**src/rtl/cdb_wb_arbiter_if.sv**
```systemverilog
// cdb_wb_arbiter_if: functional-unit result handshake and CDB broadcast.
// The master side drives results; the slave (arbiter) side broadcasts.
interface cdb_wb_arbiter_if #(
  parameter int NUM_REQ   = 4,
  parameter int DATA_W    = 32,
  parameter int ROB_IDX_W = 5,
  parameter int REG_W     = 5
);
  logic [NUM_REQ-1:0]           req_valid;
  logic [NUM_REQ-1:0]           req_ready;
  logic [NUM_REQ*DATA_W-1:0]    req_data;
  logic [NUM_REQ*ROB_IDX_W-1:0] req_rob_idx;
  logic [NUM_REQ*REG_W-1:0]     req_rd_addr;
  logic                         cdb_valid;
  logic [DATA_W-1:0]            cdb_data;
  logic [ROB_IDX_W-1:0]         cdb_rob_idx;
  logic [REG_W-1:0]             cdb_rd_addr;
  logic                         cdb_regf_we;
  logic [NUM_REQ-1:0]           cdb_src;

  modport master (
    output req_valid, req_data,
    output req_rob_idx, req_rd_addr,
    input  req_ready,
    input  cdb_valid, cdb_data,
    input  cdb_rob_idx, cdb_rd_addr,
    input  cdb_regf_we, cdb_src
  );

  modport slave (
    input  req_valid, req_data,
    input  req_rob_idx, req_rd_addr,
    output req_ready,
    output cdb_valid, cdb_data,
    output cdb_rob_idx, cdb_rd_addr,
    output cdb_regf_we, cdb_src
  );
endinterface

```
**src/rtl/cdb_wb_arbiter.sv**
```systemverilog
// cdb_wb_arbiter: round-robin writeback arbiter onto the CDB.
// One-entry buffer per unit feeding a registered one-cycle broadcast.
module cdb_wb_arbiter #(
  parameter int NUM_REQ   = 4,
  parameter int DATA_W    = 32,
  parameter int ROB_IDX_W = 5,
  parameter int REG_W     = 5
) (
  input  logic            clk,
  input  logic            rst_n,
  input  logic            flush,
  cdb_wb_arbiter_if.slave bus,
  output logic [31:0]     stall_cnt
);
  localparam int PTR_W = (NUM_REQ > 1) ? $clog2(NUM_REQ) : 1;

  logic [NUM_REQ-1:0]   buf_valid;
  logic [NUM_REQ-1:0]   grant;
  logic [DATA_W-1:0]    buf_data [NUM_REQ];
  logic [ROB_IDX_W-1:0] buf_rob  [NUM_REQ];
  logic [REG_W-1:0]     buf_rd   [NUM_REQ];
  logic [PTR_W-1:0]     rr_ptr;
  logic [PTR_W-1:0]     win;
  logic [PTR_W-1:0]     rr_next;
  logic [31:0]          stall_q;
  logic                 stall;

  always_comb begin
    int  j;
    logic found;
    grant = '0;
    win   = '0;
    found = 1'b0;
    j     = 0;
    for (int k = 0; k < NUM_REQ; k++) begin
      j = int'(rr_ptr) + k;
      if (j >= NUM_REQ) j = j - NUM_REQ;
      if (!found && buf_valid[j]) begin
        found    = 1'b1;
        grant[j] = 1'b1;
        win      = PTR_W'(j);
      end
    end
  end

  assign rr_next = (int'(win) == NUM_REQ - 1) ?
                   '0 : win + PTR_W'(1);

  // a draining buffer can be refilled in the same cycle
  assign bus.req_ready = {NUM_REQ{~flush}} &
                         (~buf_valid | grant);

  assign stall = (|(buf_valid & ~grant)) && !flush;

  always_ff @(posedge clk or negedge rst_n) begin
    if (!rst_n) begin
      buf_valid <= '0;
      for (int i = 0; i < NUM_REQ; i++) begin
        buf_data[i] <= '0;
        buf_rob[i]  <= '0;
        buf_rd[i]   <= '0;
      end
    end else begin
      for (int i = 0; i < NUM_REQ; i++) begin
        if (flush) begin
          buf_valid[i] <= 1'b0;
        end else if (bus.req_valid[i] &&
                     bus.req_ready[i]) begin
          buf_valid[i] <= 1'b1;
          buf_data[i]  <= bus.req_data[i*DATA_W +: DATA_W];
          buf_rob[i]   <= bus.req_rob_idx[i*ROB_IDX_W +: ROB_IDX_W];
          buf_rd[i]    <= bus.req_rd_addr[i*REG_W +: REG_W];
        end else if (grant[i]) begin
          buf_valid[i] <= 1'b0;
        end
      end
    end
  end

  always_ff @(posedge clk or negedge rst_n) begin
    if (!rst_n) begin
      rr_ptr          <= '0;
      stall_q         <= '0;
      bus.cdb_valid   <= 1'b0;
      bus.cdb_src     <= '0;
      bus.cdb_data    <= '0;
      bus.cdb_rob_idx <= '0;
      bus.cdb_rd_addr <= '0;
    end else begin
      if (stall) stall_q <= stall_q + 32'd1;
      if (flush) begin
        rr_ptr        <= '0;
        bus.cdb_valid <= 1'b0;
        bus.cdb_src   <= '0;
      end else begin
        bus.cdb_valid <= |grant;
        bus.cdb_src   <= grant;
        if (|grant) begin
          rr_ptr          <= rr_next;
          bus.cdb_data    <= buf_data[win];
          bus.cdb_rob_idx <= buf_rob[win];
          bus.cdb_rd_addr <= buf_rd[win];
        end
      end
    end
  end

  assign bus.cdb_regf_we = bus.cdb_valid &&
                           (bus.cdb_rd_addr != '0);
  assign stall_cnt = stall_q;
endmodule

```
**src/flat_wrapper.sv**
```systemverilog
// flat-port wrapper written by rule: the top's interface ports become plain ports
module cdb_wb_arbiter_flat 
#(
  parameter int NUM_REQ   = 4,
  parameter int DATA_W    = 32,
  parameter int ROB_IDX_W = 5,
  parameter int REG_W     = 5
)
  (clk, rst_n, flush, stall_cnt, bus_req_valid, bus_req_data, bus_req_rob_idx, bus_req_rd_addr, bus_req_ready, bus_cdb_valid, bus_cdb_data, bus_cdb_rob_idx, bus_cdb_rd_addr, bus_cdb_regf_we, bus_cdb_src);
  cdb_wb_arbiter_if #(.NUM_REQ(NUM_REQ), .DATA_W(DATA_W), .ROB_IDX_W(ROB_IDX_W), .REG_W(REG_W)) bus_i ();
  input  logic clk;
  input  logic rst_n;
  input  logic flush;
  output logic [31:0] stall_cnt;
  input wire logic [$bits(bus_i.req_valid)-1:0] bus_req_valid;
  input wire logic [$bits(bus_i.req_data)-1:0] bus_req_data;
  input wire logic [$bits(bus_i.req_rob_idx)-1:0] bus_req_rob_idx;
  input wire logic [$bits(bus_i.req_rd_addr)-1:0] bus_req_rd_addr;
  output wire logic [$bits(bus_i.req_ready)-1:0] bus_req_ready;
  output wire logic [$bits(bus_i.cdb_valid)-1:0] bus_cdb_valid;
  output wire logic [$bits(bus_i.cdb_data)-1:0] bus_cdb_data;
  output wire logic [$bits(bus_i.cdb_rob_idx)-1:0] bus_cdb_rob_idx;
  output wire logic [$bits(bus_i.cdb_rd_addr)-1:0] bus_cdb_rd_addr;
  output wire logic [$bits(bus_i.cdb_regf_we)-1:0] bus_cdb_regf_we;
  output wire logic [$bits(bus_i.cdb_src)-1:0] bus_cdb_src;
  assign bus_i.req_valid = bus_req_valid;
  assign bus_i.req_data = bus_req_data;
  assign bus_i.req_rob_idx = bus_req_rob_idx;
  assign bus_i.req_rd_addr = bus_req_rd_addr;
  assign bus_req_ready = bus_i.req_ready;
  assign bus_cdb_valid = bus_i.cdb_valid;
  assign bus_cdb_data = bus_i.cdb_data;
  assign bus_cdb_rob_idx = bus_i.cdb_rob_idx;
  assign bus_cdb_rd_addr = bus_i.cdb_rd_addr;
  assign bus_cdb_regf_we = bus_i.cdb_regf_we;
  assign bus_cdb_src = bus_i.cdb_src;
  cdb_wb_arbiter #(.NUM_REQ(NUM_REQ), .DATA_W(DATA_W), .ROB_IDX_W(ROB_IDX_W), .REG_W(REG_W)) u_core (.clk(clk), .rst_n(rst_n), .flush(flush), .bus(bus_i), .stall_cnt(stall_cnt));
endmodule
```
**config.mk**
```make
export PLATFORM = sky130hd
export DESIGN_NAME = cdb_wb_arbiter_flat
export DESIGN_NICKNAME = d
export VERILOG_FILES = /design/src/rtl/cdb_wb_arbiter_if.sv /design/src/rtl/cdb_wb_arbiter.sv /design/src/flat_wrapper.sv
export SDC_FILE = /design/constraint.sdc
export NUM_CORES = 1
export LEC_CHECK = 0
export CORE_MARGIN = 4
export CORE_UTILIZATION = 35
export CTS_CLUSTER_SIZE = 28
export DETAILED_ROUTE_END_ITERATION = 6
export SLEW_MARGIN = 5
export SYNTH_ARGS = -nofsm -noshare
export SYNTH_HDL_FRONTEND = slang
export SYNTH_SLANG_ARGS = --single-unit
export TNS_END_PERCENT = 100
```
**constraint.sdc**
```tcl
create_clock -name clk -period 3.9 [get_ports clk]
set_input_delay 0.78 -clock clk [delete_from_list [all_inputs] [get_ports clk]]
set_output_delay 0.78 -clock clk [all_outputs]
set_load 0.1 [all_outputs]
```
After elaboration in Yosys (flattened, before gate mapping)
Cells that the tools add are included.

word-level totals
  output and inout port bits = 84
  bits in registers = 253

cells by class
  muxes and demuxes = 61
  equal/unequal tests = 1
  add/sub/neg operators = 9
  reduce and logical (&&, ||, !) cells = 30
  bitwise gates (word level) = 10
  order comparisons = 13

operator list
  operator                 number
  $mux W32                 6
  $ge A32 B1 Y1 const B    4
  $lt A32 B4 Y1 const B    4
  $ge A32 B4 Y1 const B    3
  $sub A32 B4 Y32 const B  3
  $bmux W32 S2             1
  $add A32 B1 Y32 const B  1
  $mux W1                  28
  $bmux W5 S2              2
  $mux W4                  5
  $mux W5                  4
  $or A4 B4 Y4             4
  $mux W2                  7
  $logic_and A1 B1 Y1      13
  $reduce_bool A3 Y1       4
  $reduce_and A2 Y1        5
  $and A4 B4 Y4            2
  $bmux W1 S2              4
  $demux W1 S2             4
  $not A4 Y4               2
  $reduce_or A4 Y1         2
  $add A2 B2 Y3 const B    2
  $reduce_bool A5 Y1       1
  $logic_not A1 Y1         4
  other kinds (9)          9

Depth between registers and ports, before layout
  depth in word-level cells = 20
  gate-level depth with buffers = 13

Worst setup path before layout
OpenSTA, ideal clock, no wires.

  path kind = reg-to-reg
  from = register u_core.rr_ptr[1]
  to = register u_core.buf_data[100] in the netlist's numbering
  required time = 3.775 ns
  setup slack = -0.851 ns
  cell stages (with the launch flop) = 12
  period minus slack after synthesis = 4.751 ns
  arrival = 4.627 ns
  buffers on the path = 3
  library setup time = 0.125 ns
  path through = dfrtp_1 -> buf_2 -> inv_1 -> ha_1 -> buf_2 -> mux4_2 -> or2_2 -> a21o_1 -> a21oi_1 -> nand2_1 -> buf_1 -> mux2_2

between the ends
  cells in the longest elaborated chain, start to end = 19
  elaborated cells on any way between the ends = 67

RTL lines
  what                                                                      line                  text
  start: declaration                                                        cdb_wb_arbiter.sv:22  logic [PTR_W-1:0] rr_ptr;
  start signal: assignment                                                  cdb_wb_arbiter.sv:99  rr_ptr <= rr_next;
  parallel branches: the longest is 14 deep, another holds $sub A32 B4 Y32  n/a
  $mux W4 (*)                                                               cdb_wb_arbiter.sv:38  if (!found && buf_valid[j]) begin
  $or A4 B4 Y4 (*)                                                          cdb_wb_arbiter.sv:51  (~buf_valid | grant);
  $and A4 B4 Y4 (*)                                                         cdb_wb_arbiter.sv:50  assign bus.req_ready = {NUM_REQ{~flush}} &
  via bus_req_ready[0]                                                      flat_wrapper.sv:19    output wire logic [$bits(bus_i.req_ready)-1:0] bus_req_ready;
  $logic_and A1 B1 Y1 (*)                                                   cdb_wb_arbiter.sv:67  end else if (bus.req_valid[i] &&
  $reduce_and A2 Y1 (no source line) (*)                                    n/a
  end signal: indexed assignment                                            cdb_wb_arbiter.sv:70  buf_data[i] <= bus.req_data[i*DATA_W +: DATA_W];
  end: declaration                                                          cdb_wb_arbiter.sv:19  logic [DATA_W-1:0] buf_data [NUM_REQ];

Mark *: on every way through the listed nets, which the timed path passes. The select of a mux whose other input is x is not followed.
A chain may end at the register's enable or synchronous reset.

Worst setup path in the final report
  from = register u_core.rr_ptr[1]
  to = output bus_req_ready[2]

between the ends
  cells in the longest elaborated chain, start to end = 17
  elaborated cells on any way between the ends = 65

RTL lines
  what                                                                      line
  parallel branches: the longest is 14 deep, another holds $sub A32 B4 Y32  n/a
  $mux W4 (*)                                                               cdb_wb_arbiter.sv:38
  $or A4 B4 Y4 (*)                                                          cdb_wb_arbiter.sv:51
  $and A4 B4 Y4 (*)                                                         cdb_wb_arbiter.sv:50
  end: declaration                                                          flat_wrapper.sv:19

Mark *: on every way between the ends. The select of a mux whose other input is x is not followed.

==> run metrics <==
RSZ-0062 raised after global routing=no; Unique masters post-synth=49; number of I/O pins=259; Vias=7754; Mapped Avg Cell Area=13.98 µm²; layout cell share with drive strength beyond 1=27.57%; DIE AREA=0.03684 mm²; Final Non-Filler Cells=1576; Storage cell area=0.006331 mm²; final setup skew=0.01348 ns; Hold Path Class=input port to asynchronous set/reset pin; Syn Nets=1031; fmax=0.2702 GHz; final worst path period need=3.701 ns; DR DRC count=0; Post-Route Setup TNS=0 ns; Clock Latency Late Sink=0.54 ns; TritonRoute pass-1 iters=4; Cell Area, Synth=0.01184 mm²; Site Rows=67; Syn Inst Count=847; pwr dens=905.3 mW/mm²; largest net degree at the start of global routing=96; Antenna diodes=0; Fillers=2957; CTS buffer count=29; status=finished clean; # hold bufs at CTS=0; Lkg Pwr=6.887 nW; Clock Path Buffers=3; reg-to-reg slack, setup=0.58 ns; kind of critical path=register to output pin; CP required=3.12 ns; Slew Viols, Final=0; Total GRT Usage=16.33%; register area share after synthesis=53.47%; CP endpoint kind=output pin; Die W=191.9 µm; first-pass GRT wire length=47.41 mm; Initial Util=35.40%; initial antenna violation count=4; clk slew on worst S/H paths=0.06 ns; crit-path max FO=9; Slew @ Worst Pin=1.106 ns; routed len/inst=19.50 µm; Layout area overhead=35.64%; drt total wl=30.73 mm; register bit total from synthesis=253; CTS tree=built; vias in the first global route=8261; final core occ=48.02%; maximum VDD drop=0.6977 mV; max cap viols=0; placed instance count=1524; DRT iter0 DRCs=271; CTS Sinks=253; max_slew headroom=26.01%; Final setup viols=0; Hold Fails Final Rpt=0; Die H=191.9 µm; minimum hold slack=0.2214 ns; Worst EP arrival=2.92 ns; multi-input logic area=0.005291 mm²; Core Region=0.03345 mm²; remaining antenna violation count after routing=0; detailed placement HPWL=20.37 mm; routability cong.=0.8384; Via density=4.920; nets@finish=1291; Setup Fix Bufs, Post-CTS=0; CTS root buf=clkbuf_16; Max H-tree Level=1; global route overflow=0; final period utilization=94.91%; Ys Warns=0; IO buf count=258; CP Launch Type=register
[flip-flops by register name (all words and copies together), names as in the netlist]
register                cells
u_core.bus.cdb_valid        1
u_core.stall_cnt           32
u_core.rr_ptr               2
u_core.bus.cdb_data        32
u_core.bus.cdb_src          4
u_core.buf_rd              20
u_core.buf_rob             20
u_core.buf_data           128
u_core.bus.cdb_rd_addr      5
u_core.buf_valid            4
u_core.bus.cdb_rob_idx      5
[where the power goes]
part,total [mW],switching [mW],internal (mW)
combinational,7.71,4.49,3.22
sequential,4.10,0.545,3.55
clock,2.73,1.07,1.66
[placed cells by master, fill, tap and decap left out, types with 10 or more instances in the layout]
master             n
buf_12            12
buf_4             14
clkbuf_16         29
clkdlybuf4s50_1  251
dfrtp_1          253
mux2_2           173
mux2_4            39
mux2i_1          128
nand2_1           22
nand3_1           15
nand4_1           15
nor2_1            14
xnor2_1           22
xor2_1            10
[synthesized netlist by cell type (all sizes together)]
library cell / count / area (µm²)
a21oi: 7 / 35.03
a211o: 1 / 8.760
clkbuf: 6 / 23.77
inv: 9 / 33.78
or4: 2 / 18.77
o21ai: 2 / 10.01
nand2b: 1 / 6.260
a21o: 2 / 15.01
o22ai: 2 / 12.51
mux2i: 128 / 1281
o31a: 1 / 8.760
o21a: 1 / 7.510
nor3b: 1 / 7.510
nor4: 9 / 68.81
xnor2: 22 / 192.7
nand2: 26 / 97.59
a41oi: 1 / 8.760
and3: 7 / 48.80
nand3: 15 / 75.07
nor2: 15 / 56.30
xor2: 10 / 87.58
or2: 1 / 6.260
mux2: 212 / 2534
nand4: 15 / 93.84
a32oi: 2 / 17.52
nand3b: 4 / 30.03
mux4: 4 / 90.09
nor3: 9 / 45.04
or4b: 1 / 10.01
ha: 9 / 112.6
nor2b: 3 / 26.27
dfrtp: 253 / 6331
buf: 43 / 251.5
o221ai: 1 / 8.760
a211oi: 3 / 22.52
and2: 9 / 56.30
o2111a: 4 / 45.04
and4: 4 / 37.54
nand4b: 2 / 17.52
[cells by family (layout without fill, tap and decap cells)]
group,count (synthesis),count (layout),share of synthesized area [%]
flops,253,253,53.47
mux,344,344,32.98
compound gates,27,27,1.691
xor+xnor,32,32,2.367
fa+ha+maj,9,9,0.9511
simple gates,124,124,5.928
buf+inv,58,339,2.610
[worst max-delay path, cell delays in order, from the launching register on]
cell and delay (ns):
dfrtp_1 0.34, inv_1 0.12, ha_4 0.36, mux4_2 0.52, nor2_1 0.21, and3_1 0.22
nor4_1 0.06, buf_4 0.16, a21oi_4 0.20, buf_12 0.20
[final cells by class]
class	count	area share (%)
clock buffer	42	5.383
timing repair buffer	278	17.89
inverter	9	0.2103
tap	448	3.490
sequential	253	39.42
clock inverter	10	0.6622
multi-input combinational	536	32.95
[path summary, 6_finish.rpt]
kind | start | to | cells past startpoint
setup / recovery | u_core.rr_ptr[1]$_DFFE_PN0P_ | bus_req_ready[2] | 9
hold / removal | rst_n | u_core.stall_cnt[7]$_DFFE_PN0P_ | 1
setup reg to reg | u_core.rr_ptr[1]$_DFFE_PN0P_ | u_core.bus.cdb_rob_idx[0]$_DFFE_PN0P_ | 10
hold reg to reg | u_core.stall_cnt[31]$_DFFE_PN0P_ | u_core.stall_cnt[31]$_DFFE_PN0P_ | 1
max in group asynchronous | rst_n | u_core.buf_data[109]$_DFFE_PN0P_ | 2
min in group clk | u_core.stall_cnt[31]$_DFFE_PN0P_ | u_core.stall_cnt[31]$_DFFE_PN0P_ | 1
[per-layer routing]
metal,vias to the layer above,wire (µm),global-route usage (%)
li1,3582,-,-
met1,3910,12840,21.10
met2,212,14580,26.93
met3,42,2708,5.725
met4,8,565,2.928
met5,-,41,0
[metrics by stage]
step / worst slack, ns / total power, mW / area (µm²)
2_1_floorplan: 0.2076 / 10.01 / 11880
3_3_place_gp: 0.3596 / 11.83 / 15070
3_5_place_dp: 0.2985 / 11.94 / 15070
4_1_cts: 0.005261 / 14.74 / 16050
5_1_grt: 0.03908 / 15.34 / 16060
6_report: 0.1987 / 14.54 / 16060
[what timing repair did]
action	4_1_cts	5_1_grt
setup endpoints to repair	1	4
endpoints found under the hold margin	0	0
gates cloned	0	0
resized for setup	1	2
Note: power is estimated with default switching activity, not from simulation.
